File: src/rtl/calc_cmd_ctrl_if.sv
// calc_cmd_ctrl_if -- bundle of the command-controller side signals.
//   rx_data/rx_valid      : received ASCII byte stream
//   op_a/op_b/op_sel/signed_mode/alu_start/alu_done/alu_result : ALU launch and completion
//   tx_data/tx_start/tx_busy : byte transmitter handshake
//   rx_drop               : pulse when a received byte is discarded
// slave  = controller side, master = environment (UART/ALU) side.
interface calc_cmd_ctrl_if;
  logic [7:0]  rx_data;
  logic        rx_valid;
  logic [15:0] op_a;
  logic [15:0] op_b;
  logic [1:0]  op_sel;
  logic        signed_mode;
  logic        alu_start;
  logic        alu_done;
  logic [31:0] alu_result;
  logic [7:0]  tx_data;
  logic        tx_start;
  logic        tx_busy;
  logic        rx_drop;

  modport slave (
    input  rx_data, rx_valid, alu_done, alu_result, tx_busy,
    output op_a, op_b, op_sel, signed_mode, alu_start, tx_data, tx_start, rx_drop
  );
  modport master (
    output rx_data, rx_valid, alu_done, alu_result, tx_busy,
    input  op_a, op_b, op_sel, signed_mode, alu_start, tx_data, tx_start, rx_drop
  );
endinterface

File: src/rtl/calc_cmd_ctrl.sv
// calc_cmd_ctrl -- parses "I <U|S> <A><op><B>=" ASCII command frames, launches
// the ALU, and returns the 32-bit result as 8 hex characters plus CR. Any parse
// error, divide-by-zero or ALU timeout answers "?" plus CR.
//   clk, rst : clock, asynchronous active-high reset
//   bus      : calc_cmd_ctrl_if.slave (rx stream, ALU handshake, tx handshake)
// Parameters: DIGITS (1-4) digits per operand, TIMEOUT cycles to wait for alu_done.
module calc_cmd_ctrl #(
  parameter int DIGITS  = 4,
  parameter int TIMEOUT = 255
) (
  input  logic            clk,
  input  logic            rst,
  calc_cmd_ctrl_if.slave  bus
);
  localparam int TW = $clog2(TIMEOUT + 1);

  typedef enum logic [3:0] {
    IDLE, SP1, MODE, SP2, DIG_A, OPER, DIG_B, EQ,
    EXEC, WAIT_ALU, TX_LOAD, TX_WAIT, ERR
  } state_t;

  state_t      r_state;
  logic [15:0] r_acc;
  logic [2:0]  r_dcnt;
  logic [15:0] r_op_a, r_op_b;
  logic [1:0]  r_op_sel;
  logic        r_signed;
  logic        r_alu_start;
  logic [31:0] r_result;
  logic [TW-1:0] r_tmo;
  logic [7:0]  r_tx_data;
  logic        r_tx_start;
  logic [3:0]  r_tx_idx;
  logic        r_tx_err;   // 1: sending the "?",CR error reply
  logic        r_skip;     // tx_busy is not yet valid the cycle after tx_start
  logic        r_rx_drop;

  logic [7:0]  w_byte;
  logic        w_is_dig;
  logic [15:0] w_acc_next;
  logic        w_dig_last;
  logic [4:0]  w_sh;
  logic [3:0]  w_nib;
  logic [7:0]  w_hex;
  logic [7:0]  w_tx_char;
  logic        w_tx_last;
  logic        w_busy_st;

  assign w_byte     = bus.rx_data;
  assign w_is_dig   = (w_byte >= 8'h30) && (w_byte <= 8'h39);
  // 999*10+9 = 9999 is the largest possible value, fits in 16 bits
  assign w_acc_next = r_acc * 16'd10 + {12'd0, w_byte[3:0]};
  assign w_dig_last = (r_dcnt == 3'(DIGITS - 1));

  // Result characters go out most significant nibble first
  assign w_sh      = 5'd28 - {r_tx_idx[2:0], 2'b00};
  assign w_nib     = r_result[w_sh +: 4];
  assign w_hex     = (w_nib < 4'd10) ? (8'h30 + {4'd0, w_nib}) : (8'h37 + {4'd0, w_nib});
  assign w_tx_char = r_tx_err ? ((r_tx_idx == 4'd0) ? 8'h3F : 8'h0D)
                              : ((r_tx_idx == 4'd8) ? 8'h0D : w_hex);
  assign w_tx_last = r_tx_err ? (r_tx_idx == 4'd1) : (r_tx_idx == 4'd8);

  assign w_busy_st = (r_state == EXEC) || (r_state == WAIT_ALU) || (r_state == TX_LOAD) ||
                     (r_state == TX_WAIT) || (r_state == ERR);

  assign bus.op_a        = r_op_a;
  assign bus.op_b        = r_op_b;
  assign bus.op_sel      = r_op_sel;
  assign bus.signed_mode = r_signed;
  assign bus.alu_start   = r_alu_start;
  assign bus.tx_data     = r_tx_data;
  assign bus.tx_start    = r_tx_start;
  assign bus.rx_drop     = r_rx_drop;

  always_ff @(posedge clk or posedge rst) begin
    if (rst) begin
      r_state     <= IDLE;
      r_acc       <= '0;
      r_dcnt      <= '0;
      r_op_a      <= '0;
      r_op_b      <= '0;
      r_op_sel    <= '0;
      r_signed    <= 1'b0;
      r_alu_start <= 1'b0;
      r_result    <= '0;
      r_tmo       <= '0;
      r_tx_data   <= '0;
      r_tx_start  <= 1'b0;
      r_tx_idx    <= '0;
      r_tx_err    <= 1'b0;
      r_skip      <= 1'b0;
      r_rx_drop   <= 1'b0;
    end else begin
      r_alu_start <= 1'b0;
      r_tx_start  <= 1'b0;
      r_rx_drop   <= bus.rx_valid && w_busy_st;
      case (r_state)
        IDLE: if (bus.rx_valid && w_byte == 8'h49) r_state <= SP1;
        SP1:  if (bus.rx_valid) r_state <= (w_byte == 8'h20) ? MODE : ERR;
        MODE: if (bus.rx_valid) begin
          if (w_byte == 8'h55) begin
            r_signed <= 1'b0;
            r_state  <= SP2;
          end else if (w_byte == 8'h53) begin
            r_signed <= 1'b1;
            r_state  <= SP2;
          end else r_state <= ERR;
        end
        SP2: if (bus.rx_valid) begin
          r_acc   <= '0;
          r_dcnt  <= '0;
          r_state <= (w_byte == 8'h20) ? DIG_A : ERR;
        end
        DIG_A, DIG_B: if (bus.rx_valid) begin
          if (!w_is_dig) r_state <= ERR;
          else if (w_dig_last) begin
            if (r_state == DIG_A) begin
              r_op_a  <= w_acc_next;
              r_state <= OPER;
            end else begin
              r_op_b  <= w_acc_next;
              r_state <= EQ;
            end
            r_acc  <= '0;
            r_dcnt <= '0;
          end else begin
            r_acc  <= w_acc_next;
            r_dcnt <= r_dcnt + 3'd1;
          end
        end
        OPER: if (bus.rx_valid) begin
          r_state <= DIG_B;
          case (w_byte)
            8'h2B:   r_op_sel <= 2'b00;
            8'h2D:   r_op_sel <= 2'b01;
            8'h2A:   r_op_sel <= 2'b10;
            8'h2F:   r_op_sel <= 2'b11;
            default: r_state  <= ERR;
          endcase
        end
        EQ: if (bus.rx_valid) begin
          if (w_byte != 8'h3D) r_state <= ERR;
          else if (r_op_sel == 2'b11 && r_op_b == 16'd0) r_state <= ERR;
          else begin
            r_alu_start <= 1'b1;   // high for the single EXEC cycle
            r_state     <= EXEC;
          end
        end
        EXEC: begin
          r_tmo   <= '0;
          r_state <= WAIT_ALU;
        end
        WAIT_ALU: begin
          if (bus.alu_done) begin
            r_result <= bus.alu_result;
            r_tx_err <= 1'b0;
            r_tx_idx <= '0;
            r_state  <= TX_LOAD;
          end else if (r_tmo == TW'(TIMEOUT - 1)) r_state <= ERR;
          else r_tmo <= r_tmo + TW'(1);
        end
        TX_LOAD: if (!bus.tx_busy) begin
          r_tx_data  <= w_tx_char;
          r_tx_start <= 1'b1;
          r_skip     <= 1'b1;
          r_state    <= TX_WAIT;
        end
        TX_WAIT: begin
          if (r_skip) r_skip <= 1'b0;
          else if (!bus.tx_busy) begin
            if (w_tx_last) r_state <= IDLE;
            else begin
              r_tx_idx <= r_tx_idx + 4'd1;
              r_state  <= TX_LOAD;
            end
          end
        end
        ERR: begin
          r_tx_err <= 1'b1;
          r_tx_idx <= '0;
          r_state  <= TX_LOAD;
        end
        default: r_state <= IDLE;
      endcase
    end
  end
endmodule

File: src/flat_wrapper.sv
// flat-port wrapper written by rule: the top's interface ports become plain ports
module calc_cmd_ctrl_flat 
#(
  parameter int DIGITS  = 4,
  parameter int TIMEOUT = 255
)
  (clk, rst, bus_rx_data, bus_rx_valid, bus_alu_done, bus_alu_result, bus_tx_busy, bus_op_a, bus_op_b, bus_op_sel, bus_signed_mode, bus_alu_start, bus_tx_data, bus_tx_start, bus_rx_drop);
  calc_cmd_ctrl_if bus_i ();
  input  logic clk;
  input  logic rst;
  input wire logic [$bits(bus_i.rx_data)-1:0] bus_rx_data;
  input wire logic [$bits(bus_i.rx_valid)-1:0] bus_rx_valid;
  input wire logic [$bits(bus_i.alu_done)-1:0] bus_alu_done;
  input wire logic [$bits(bus_i.alu_result)-1:0] bus_alu_result;
  input wire logic [$bits(bus_i.tx_busy)-1:0] bus_tx_busy;
  output wire logic [$bits(bus_i.op_a)-1:0] bus_op_a;
  output wire logic [$bits(bus_i.op_b)-1:0] bus_op_b;
  output wire logic [$bits(bus_i.op_sel)-1:0] bus_op_sel;
  output wire logic [$bits(bus_i.signed_mode)-1:0] bus_signed_mode;
  output wire logic [$bits(bus_i.alu_start)-1:0] bus_alu_start;
  output wire logic [$bits(bus_i.tx_data)-1:0] bus_tx_data;
  output wire logic [$bits(bus_i.tx_start)-1:0] bus_tx_start;
  output wire logic [$bits(bus_i.rx_drop)-1:0] bus_rx_drop;
  assign bus_i.rx_data = bus_rx_data;
  assign bus_i.rx_valid = bus_rx_valid;
  assign bus_i.alu_done = bus_alu_done;
  assign bus_i.alu_result = bus_alu_result;
  assign bus_i.tx_busy = bus_tx_busy;
  assign bus_op_a = bus_i.op_a;
  assign bus_op_b = bus_i.op_b;
  assign bus_op_sel = bus_i.op_sel;
  assign bus_signed_mode = bus_i.signed_mode;
  assign bus_alu_start = bus_i.alu_start;
  assign bus_tx_data = bus_i.tx_data;
  assign bus_tx_start = bus_i.tx_start;
  assign bus_rx_drop = bus_i.rx_drop;
  calc_cmd_ctrl #(.DIGITS(DIGITS), .TIMEOUT(TIMEOUT)) u_core (.clk(clk), .rst(rst), .bus(bus_i));
endmodule
File: config.mk
export PLATFORM = sky130hd
export DESIGN_NAME = calc_cmd_ctrl_flat
export DESIGN_NICKNAME = d
export VERILOG_FILES = /design/src/rtl/calc_cmd_ctrl_if.sv /design/src/rtl/calc_cmd_ctrl.sv /design/src/flat_wrapper.sv
export SDC_FILE = /design/constraint.sdc
export NUM_CORES = 1
export LEC_CHECK = 0
export ABC_AREA = 1
export BUFFER_PORTS_ARGS = -buffer_cell sky130_fd_sc_hd__buf_2
export CAP_MARGIN = 25
export CORE_UTILIZATION = 40
export CTS_CLUSTER_SIZE = 14
export DETAILED_ROUTE_END_ITERATION = 10
export PLACE_DENSITY = 0.7
export SKIP_LAST_GASP = 1
export SLEW_MARGIN = 25
export SYNTH_ARGS = -nofsm -noshare
export SYNTH_HDL_FRONTEND = slang
export SYNTH_SLANG_ARGS = --single-unit
File: constraint.sdc
create_clock -name clk -period 10.2 [get_ports clk]
set_clock_uncertainty 0.2 [all_clocks]
set_input_delay 1.02 -clock clk [delete_from_list [all_inputs] [get_ports clk]]
set_output_delay 1.02 -clock clk [all_outputs]
set_load 0.02 [all_outputs]
== Word-level counts from Yosys, hierarchy flattened ==
Cells that the tools add are included.

* Input port bits: 45
* Register bits after elaboration: 115
* Output and inout bits: 46
* Word-level logic and storage cells: 165

* Muxes and demuxes: 60
* Reductions and logical operators: 32
* Eq/ne operators: 43
* $add $sub $neg: 7
* Shift operators: 1
* Magnitude comparators: 3
* Bitwise logic cells: 2
* Multipliers: 1

{| class="wikitable"
|+ Operators with widths
! cell !! count
|-
| 4-bit 2-to-1 mux || 25
|-
| 16-bit 2-to-1 mux || 4
|-
| 4-bit case mux with 12 select lines || 1
|-
| 8-bit by 6-bit == test with 1-bit output, second input constant || 5
|-
| 8-bit 2-to-1 mux || 5
|-
| 16-bit case mux with 2 select lines || 1
|-
| 32-bit by 6-bit indexed part select with 4-bit output || 1
|-
| 2-bit != test, second input constant || 13
|-
| 4-bit == test, second input constant || 6
|-
| 8-bit by 7-bit == test with 1-bit output, second input constant || 3
|-
| 16-bit by 4-bit adder with 16-bit output || 1
|-
| 4-bit by 3-bit == test with 1-bit output, second input constant || 4
|-
| 16-bit logical NOT || 1
|-
| 16-bit by 3-bit multiplier with 15-bit output, second input constant || 1
|-
| 8-bit case mux with 2 select lines || 1
|-
| 3-bit 2-to-1 mux || 5
|-
| 5-bit AND reduction || 3
|-
| 6-bit by 4-bit adder with 7-bit output, first input constant || 2
|-
| 4-bit case mux with 3 select lines || 1
|-
| 12-bit AND reduction || 1
|-
| 1-bit 2-to-1 mux || 11
|-
| 2-bit nonzero test || 5
|-
| 3-bit AND reduction || 3
|-
| 8-bit by 1-bit adder with 8-bit output, second input constant || 1
|-
| other kinds (29) || 45
|}

== Logic depth before layout (Yosys ltp) ==
* Word-level depth: 6
* Mapped depth: 16
* Gate-level depth less buffers: 15

== Worst setup path after synthesis ==
Ideal clock, no wire load.

* Kind: flip-flop to flip-flop
* Start: register u_core.r_acc[1]
* End: register u_core.r_op_a[14] (netlist: u_core.bus.op_a[14])
* Required time: 9.882 ns
* Slack: 7.429 ns
* Stages on the path, launching flop included: 15
* Buffers on the path: 0
* Arrival time: 2.453 ns
* Period minus slack after synthesis: 2.771 ns
* Setup time: 0.118 ns
* Path through: dfrtp_1 -> ha_1 -> ha_1 -> fa_1 -> nand2_1 -> nor2_1 -> nand2_1 -> nand2_1 -> nand2_1 -> nor2_1 -> nand3_1 -> nor2_2 -> nand3b_1 -> nand3_1 -> nand2_1

* Word-level cells in the longest chain between the ends: 2

{| class="wikitable"
|+ RTL lines
! element !! RTL line !! RTL
|-
| start: declaration || calc_cmd_ctrl.sv:23 || <nowiki>logic [15:0] r_acc;</nowiki>
|-
| start signal: assignment || calc_cmd_ctrl.sv:127 || <nowiki>r_acc <= w_acc_next;</nowiki>
|-
| 16-bit by 3-bit multiplier with 15-bit output || calc_cmd_ctrl.sv:52 || <nowiki>assign w_acc_next = r_acc * 16'd10 + {12'd0, w_byte[3:0]};</nowiki>
|-
| 16-bit by 4-bit adder with 16-bit output || calc_cmd_ctrl.sv:52 ||
|-
| end signal: assignment || calc_cmd_ctrl.sv:118 || <nowiki>r_op_a <= w_acc_next;</nowiki>
|-
| end: declaration || calc_cmd_ctrl.sv:25 || <nowiki>logic [15:0] r_op_a, r_op_b;</nowiki>
|}

No other way between the ends.
A chain may end at the register's enable or synchronous reset.

== Worst setup path in the final report ==
* Start: register u_core.r_acc[1]
* End: register u_core.r_op_a[12] (netlist: u_core.bus.op_a[12])

The elaborated chain is that of the path after synthesis.

==> results by stage <==
Run status:
- The flow ran to the end, and the final reports show no timing, DRC or antenna violations.

Route:
- After detailed routing, the total wire length is 16,100 um.
- After detailed routing, the average wire length per cell comes to 13.5 um.
- The number of nets still failing antenna checks after routing is 0.
- The number of vias per cell is 4.94.
- The post-route DRC violation count is 0.
- The routed layout has 5,871 vias.
- The first detailed-routing pass ran for 5 iterations.
- The number of DRC markers in iteration 0 is 449.

Placement:
- The number of buffers added on ports is 89.
- OpenSTA, run right after detailed placement, puts the worst setup slack at 6.94 ns.
- At the end of routability-driven placement, the weighted congestion stood at 0.910.
- The number of placed instances with taps included is 1,157.
- The post-detailed-placement half-perimeter wirelength is 11,900 um.
- The area of placed instances is 0.00733 sq mm.

CTS:
- The clock latency of the later-clocked register in the worst-skew pair is 0.42 ns.
- TritonCTS created 17 clock buffers.
- Counting every sink on the clock net gives 113.
- The buffer cell driving the clock tree root is sky130_fd_sc_hd__clkbuf_16.
- The post-CTS clock slew at the launch and capture registers of the worst setup and hold paths is 0.06 ns.
- Buffers added to address setup during post-CTS repair amount to 0.
- The number of gates resized after cts is 0.
- The hold-fix buffer count after cts is 0.
- The clock passes through at most 2 buffers.
- The CTS tree is yes.
- The H-tree was split into 4 levels.

Min path:
- The classification of the worst-slack hold path is reg -> reg.
- The path with the worst hold slack has its endpoint at u_core.r_result[31].
- The start point of the worst hold path is u_core.r_result[31].
- The instance count along the most critical hold path is 2.

Worst setup path:
- For flop-to-flop paths, the worst setup slack is 7.09 ns.
- The worst register-to-register path has a depth of 14.
- The element type at the critical path start is a register.
- Of all nets on the critical path, the largest fanout is 4.
- The worst path arrival time is 3.22 ns.
- The worst setup path is of the reg -> reg kind.
- STA classifies the critical path endpoint as a register.
- Data on the critical path is required at its endpoint by 10.31 ns.
- The worst flop-to-flop path endpoint is u_core.bus.op_a[12].
- The worst reg2reg path startpoint is u_core.r_acc[1].

Power:
- The switching power total is 0.628 mW.
- The leakage power figure is 4.18 nW.
- Of the total power, the share spent switching nets is 0.371.
- The worst-case IR drop observed on VDD is 0.000124 V.
- The internal portion of the total power is 1.06 mW.
- The power density relative to cell area is 214 mW/mm^2.
- The overall power consumption is 1.69 mW.
- Of the total power, the clock network draws 0.333.
- The register share of total power is 0.370.
- The share of total power dissipated in combinational logic is 0.297.

Layout:
- The count of placed standard cells in the final layout, fillers left out is 1,188.
- The final layout net count is 1,036.
- The layout cell share with drive strength beyond 1 is 0.212.
- The count of inserted antenna diode cells is 0.
- After routing the design area is 0.00789 sq mm.
- From synthesis to final layout, the design area changed by 16.9%.

Synthesis:
- The mapped netlist covers 0.00676 sq mm.
- The count of mapped cells out of synthesis is 869.
- In the post-synthesis netlist, the cell with the most instances is sky130_fd_sc_hd__nand2_1.
- The most area-hungry cell type in the Yosys netlist is sky130_fd_sc_hd__dfrtp_1.
- The synthesized netlist net count is 949.
- The mean instance size in the synthesized netlist is 7.77 sq um.
- The share of the Yosys chip area taken by registers is 0.419.
- By count the netlist is led by 279 x sky130_fd_sc_hd__nand2_1, 113 x sky130_fd_sc_hd__dfrtp_1, 81 x sky130_fd_sc_hd__inv_1, 61 x sky130_fd_sc_hd__nand3_1, 49 x sky130_fd_sc_hd__nor2_1.
- By area the synthesized netlist is led by sky130_fd_sc_hd__dfrtp_1 42%, sky130_fd_sc_hd__nand2_1 16%, sky130_fd_sc_hd__ha_1 6.1%.
- The post-synthesis register bit count is 113.
- The share of synthesized area in the top cell type comes to 0.419.
- Among all flip-flop cells after synthesis, the most frequent one is sky130_fd_sc_hd__dfrtp_1.
- The netlist uses 51 different library cells.
- Counting flops with an async set or reset pin after synthesis yields a share of 1.00.
- The count of warnings emitted by yosys is 0.
- The number of synthesized flops with an enable pin is 0.

STA:
- The max-slew violation count was 0.
- Dividing the final minimum period by the clock period gives 0.305.
- The number of failing setup endpoints in the final timing report is 0.
- The final-report hold violation count is 0.
- The worst slew slack as a fraction of its limit is 0.427.
- The smallest setup slack after layout is 7.09 ns.
- The transition at the pin with the smallest max-transition slack is 0.857 ns.
- Setup repair after global routing left no endpoint under its margin.
- Derived from the worst setup path, the maximum achievable clock frequency is 322 MHz.
- The total negative slack is 0 ns.
- The shortest period the worst path allows is 3.11 ns.

GRT:
- The first global-routing pass estimated 26,900 um of wire.
- The largest net degree at the start of global routing is 59.
- The via count of the first global-routing pass is 5,363.
- For this run, the total global-route usage over all layers was measured as 0.196.
- The overall overflow remaining after global route is 0.
- The number of antenna violations at the first check in global routing is 0.

Die:
- The floorplan step defined a die boundary enclosing 0.0174 sq mm.
- For this design the top-level I/O count stands at 91.
- After floorplanning, the core was divided into 47 placement rows.
- The horizontal die dimension is 132 um.
- The vertical extent of the die is 132 um.
- The region available for standard cell placement spans 0.0165 sq mm.
- For this configuration, the core starts out at a cell density of 0.409.

Job:
- The number of max-cap violations is 0.
[layout make-up]
type | count | area (sq um)
Clock buffer | 17 | 425
Tap cell | 220 | 275
Timing Repair Buffer | 90 | 453
Inverter | 102 | 388
Clock inverter | 14 | 135
Multi-Input combinational cell | 632 | 3390
Fill cell | 1608 | 8630
Sequential cell | 113 | 2830
[metal layers]
layer / GRT usage / routed length, um / up-vias
li1: - / - / 3005
met1: 0.275 / 7670 / 2664
met2: 0.298 / 7200 / 171
met3: 0.0396 / 873 / 31
met4: 0.0756 / 315 / 0
met5: 0 / 0 / -
[cells by family after synthesis]
logic type	count (synthesis)	share of synthesized area
simple gates	453	0.298
flops	113	0.419
mux	1	0.00167
xor+xnor	13	0.0169
compound gates	129	0.117
fa+ha+maj	35	0.0671
other cells	1	0.000555
buf+inv	124	0.0796
[state kept, by name (all words and copies together) (netlist names), 3 cells and up]
register            flops
u_core.r_acc           15
u_core.r_tx_idx         4
u_core.bus.tx_data      7
u_core.bus.op_a        16
u_core.r_tmo            8
u_core.bus.op_b        16
u_core.r_dcnt           3
u_core.r_state          4
u_core.r_result        32
[cell usage in the layout (no fill, tap or decap), types with 2 or more instances in the layout]
master                       Yosys  routed
sky130_fd_sc_hd__a21oi_1        19      19
sky130_fd_sc_hd__a21oi_2         2       2
sky130_fd_sc_hd__buf_2          11      89
sky130_fd_sc_hd__clkbuf_16       0      17
sky130_fd_sc_hd__clkinv_1        2       2
sky130_fd_sc_hd__clkinv_4        0       5
sky130_fd_sc_hd__clkinvlp_4      0       4
sky130_fd_sc_hd__dfrtp_1       113     113
sky130_fd_sc_hd__fa_1            2       2
sky130_fd_sc_hd__ha_1           33      33
sky130_fd_sc_hd__inv_1          81      80
sky130_fd_sc_hd__inv_2          18      18
sky130_fd_sc_hd__inv_4           1       2
sky130_fd_sc_hd__inv_6           0       3
sky130_fd_sc_hd__nand2_1       279     279
sky130_fd_sc_hd__nand2_2        13      13
sky130_fd_sc_hd__nand2_4         3       3
sky130_fd_sc_hd__nand3_1        61      61
sky130_fd_sc_hd__nand3_2         2       2
sky130_fd_sc_hd__nand4_1         8       8
sky130_fd_sc_hd__nor2_1         49      49
sky130_fd_sc_hd__nor2_2          9       9
sky130_fd_sc_hd__nor2_4          4       4
sky130_fd_sc_hd__nor3_1          9       9
sky130_fd_sc_hd__nor3_2          2       2
sky130_fd_sc_hd__nor4_1          3       3
sky130_fd_sc_hd__nor4_2          3       3
sky130_fd_sc_hd__o211ai_1        5       5
sky130_fd_sc_hd__o21a_1          4       4
sky130_fd_sc_hd__o21ai_0        44      44
sky130_fd_sc_hd__o21ai_1        24      24
sky130_fd_sc_hd__o21ai_2        20      20
sky130_fd_sc_hd__o21bai_1        2       2
sky130_fd_sc_hd__o31ai_2         2       2
sky130_fd_sc_hd__or2_2           2       2
sky130_fd_sc_hd__xnor2_1         4       4
sky130_fd_sc_hd__xor2_1          9       9
[stage by stage]
step           hold WS [ns]   util
2_1_floorplan         0.244      -
3_3_place_gp          0.257  0.444
3_5_place_dp          0.261  0.444
4_1_cts               0.276  0.478
5_1_grt               0.302  0.478
6_report              0.273  0.478
[power by group through the flow]
stage | clock [mW] | sequential, mW | combinational (mW)
final | 0.563 | 0.626 | 0.503
after global placement | 0 | 0.630 | 0.489
after detailed placement | 0 | 0.632 | 0.499
after CTS | 0.573 | 0.626 | 0.504
after global routing | 0.593 | 0.638 | 0.573
after floorplan | 0 | 0.628 | 0.380
[critical path, stage by stage, from the launching register on]
cell and delay [ns]:
sky130_fd_sc_hd__dfrtp_1 0.44, sky130_fd_sc_hd__ha_1 0.32, sky130_fd_sc_hd__ha_1 0.25, sky130_fd_sc_hd__fa_1 0.56, sky130_fd_sc_hd__nand2_1 0.09, sky130_fd_sc_hd__nor2_1 0.10, sky130_fd_sc_hd__nand2_1 0.07, sky130_fd_sc_hd__nand2_1 0.06
sky130_fd_sc_hd__nand2_1 0.06, sky130_fd_sc_hd__nor2_1 0.17, sky130_fd_sc_hd__nand3_1 0.17, sky130_fd_sc_hd__nor2_2 0.18, sky130_fd_sc_hd__nand3_1 0.15, sky130_fd_sc_hd__nand3_1 0.13, sky130_fd_sc_hd__nand2_1 0.05
[worst max path at each step]
stage / start / endpoint / slack, ns / cells after the start
after floorplan: rst / u_core.bus.alu_start / 5.99 / 1
after global placement: bus_rx_data[7] / u_core.r_acc[6] / 6.99 / 12
after detailed placement: bus_rx_data[7] / u_core.r_acc[6] / 6.94 / 12
after CTS: u_core.r_acc[1] / u_core.r_acc[14] / 7.09 / 14
after global routing: u_core.r_acc[1] / u_core.bus.op_b[14] / 6.86 / 14
final: u_core.r_acc[1] / u_core.bus.op_a[12] / 7.09 / 14
Power figures use the tool's default switching activity.
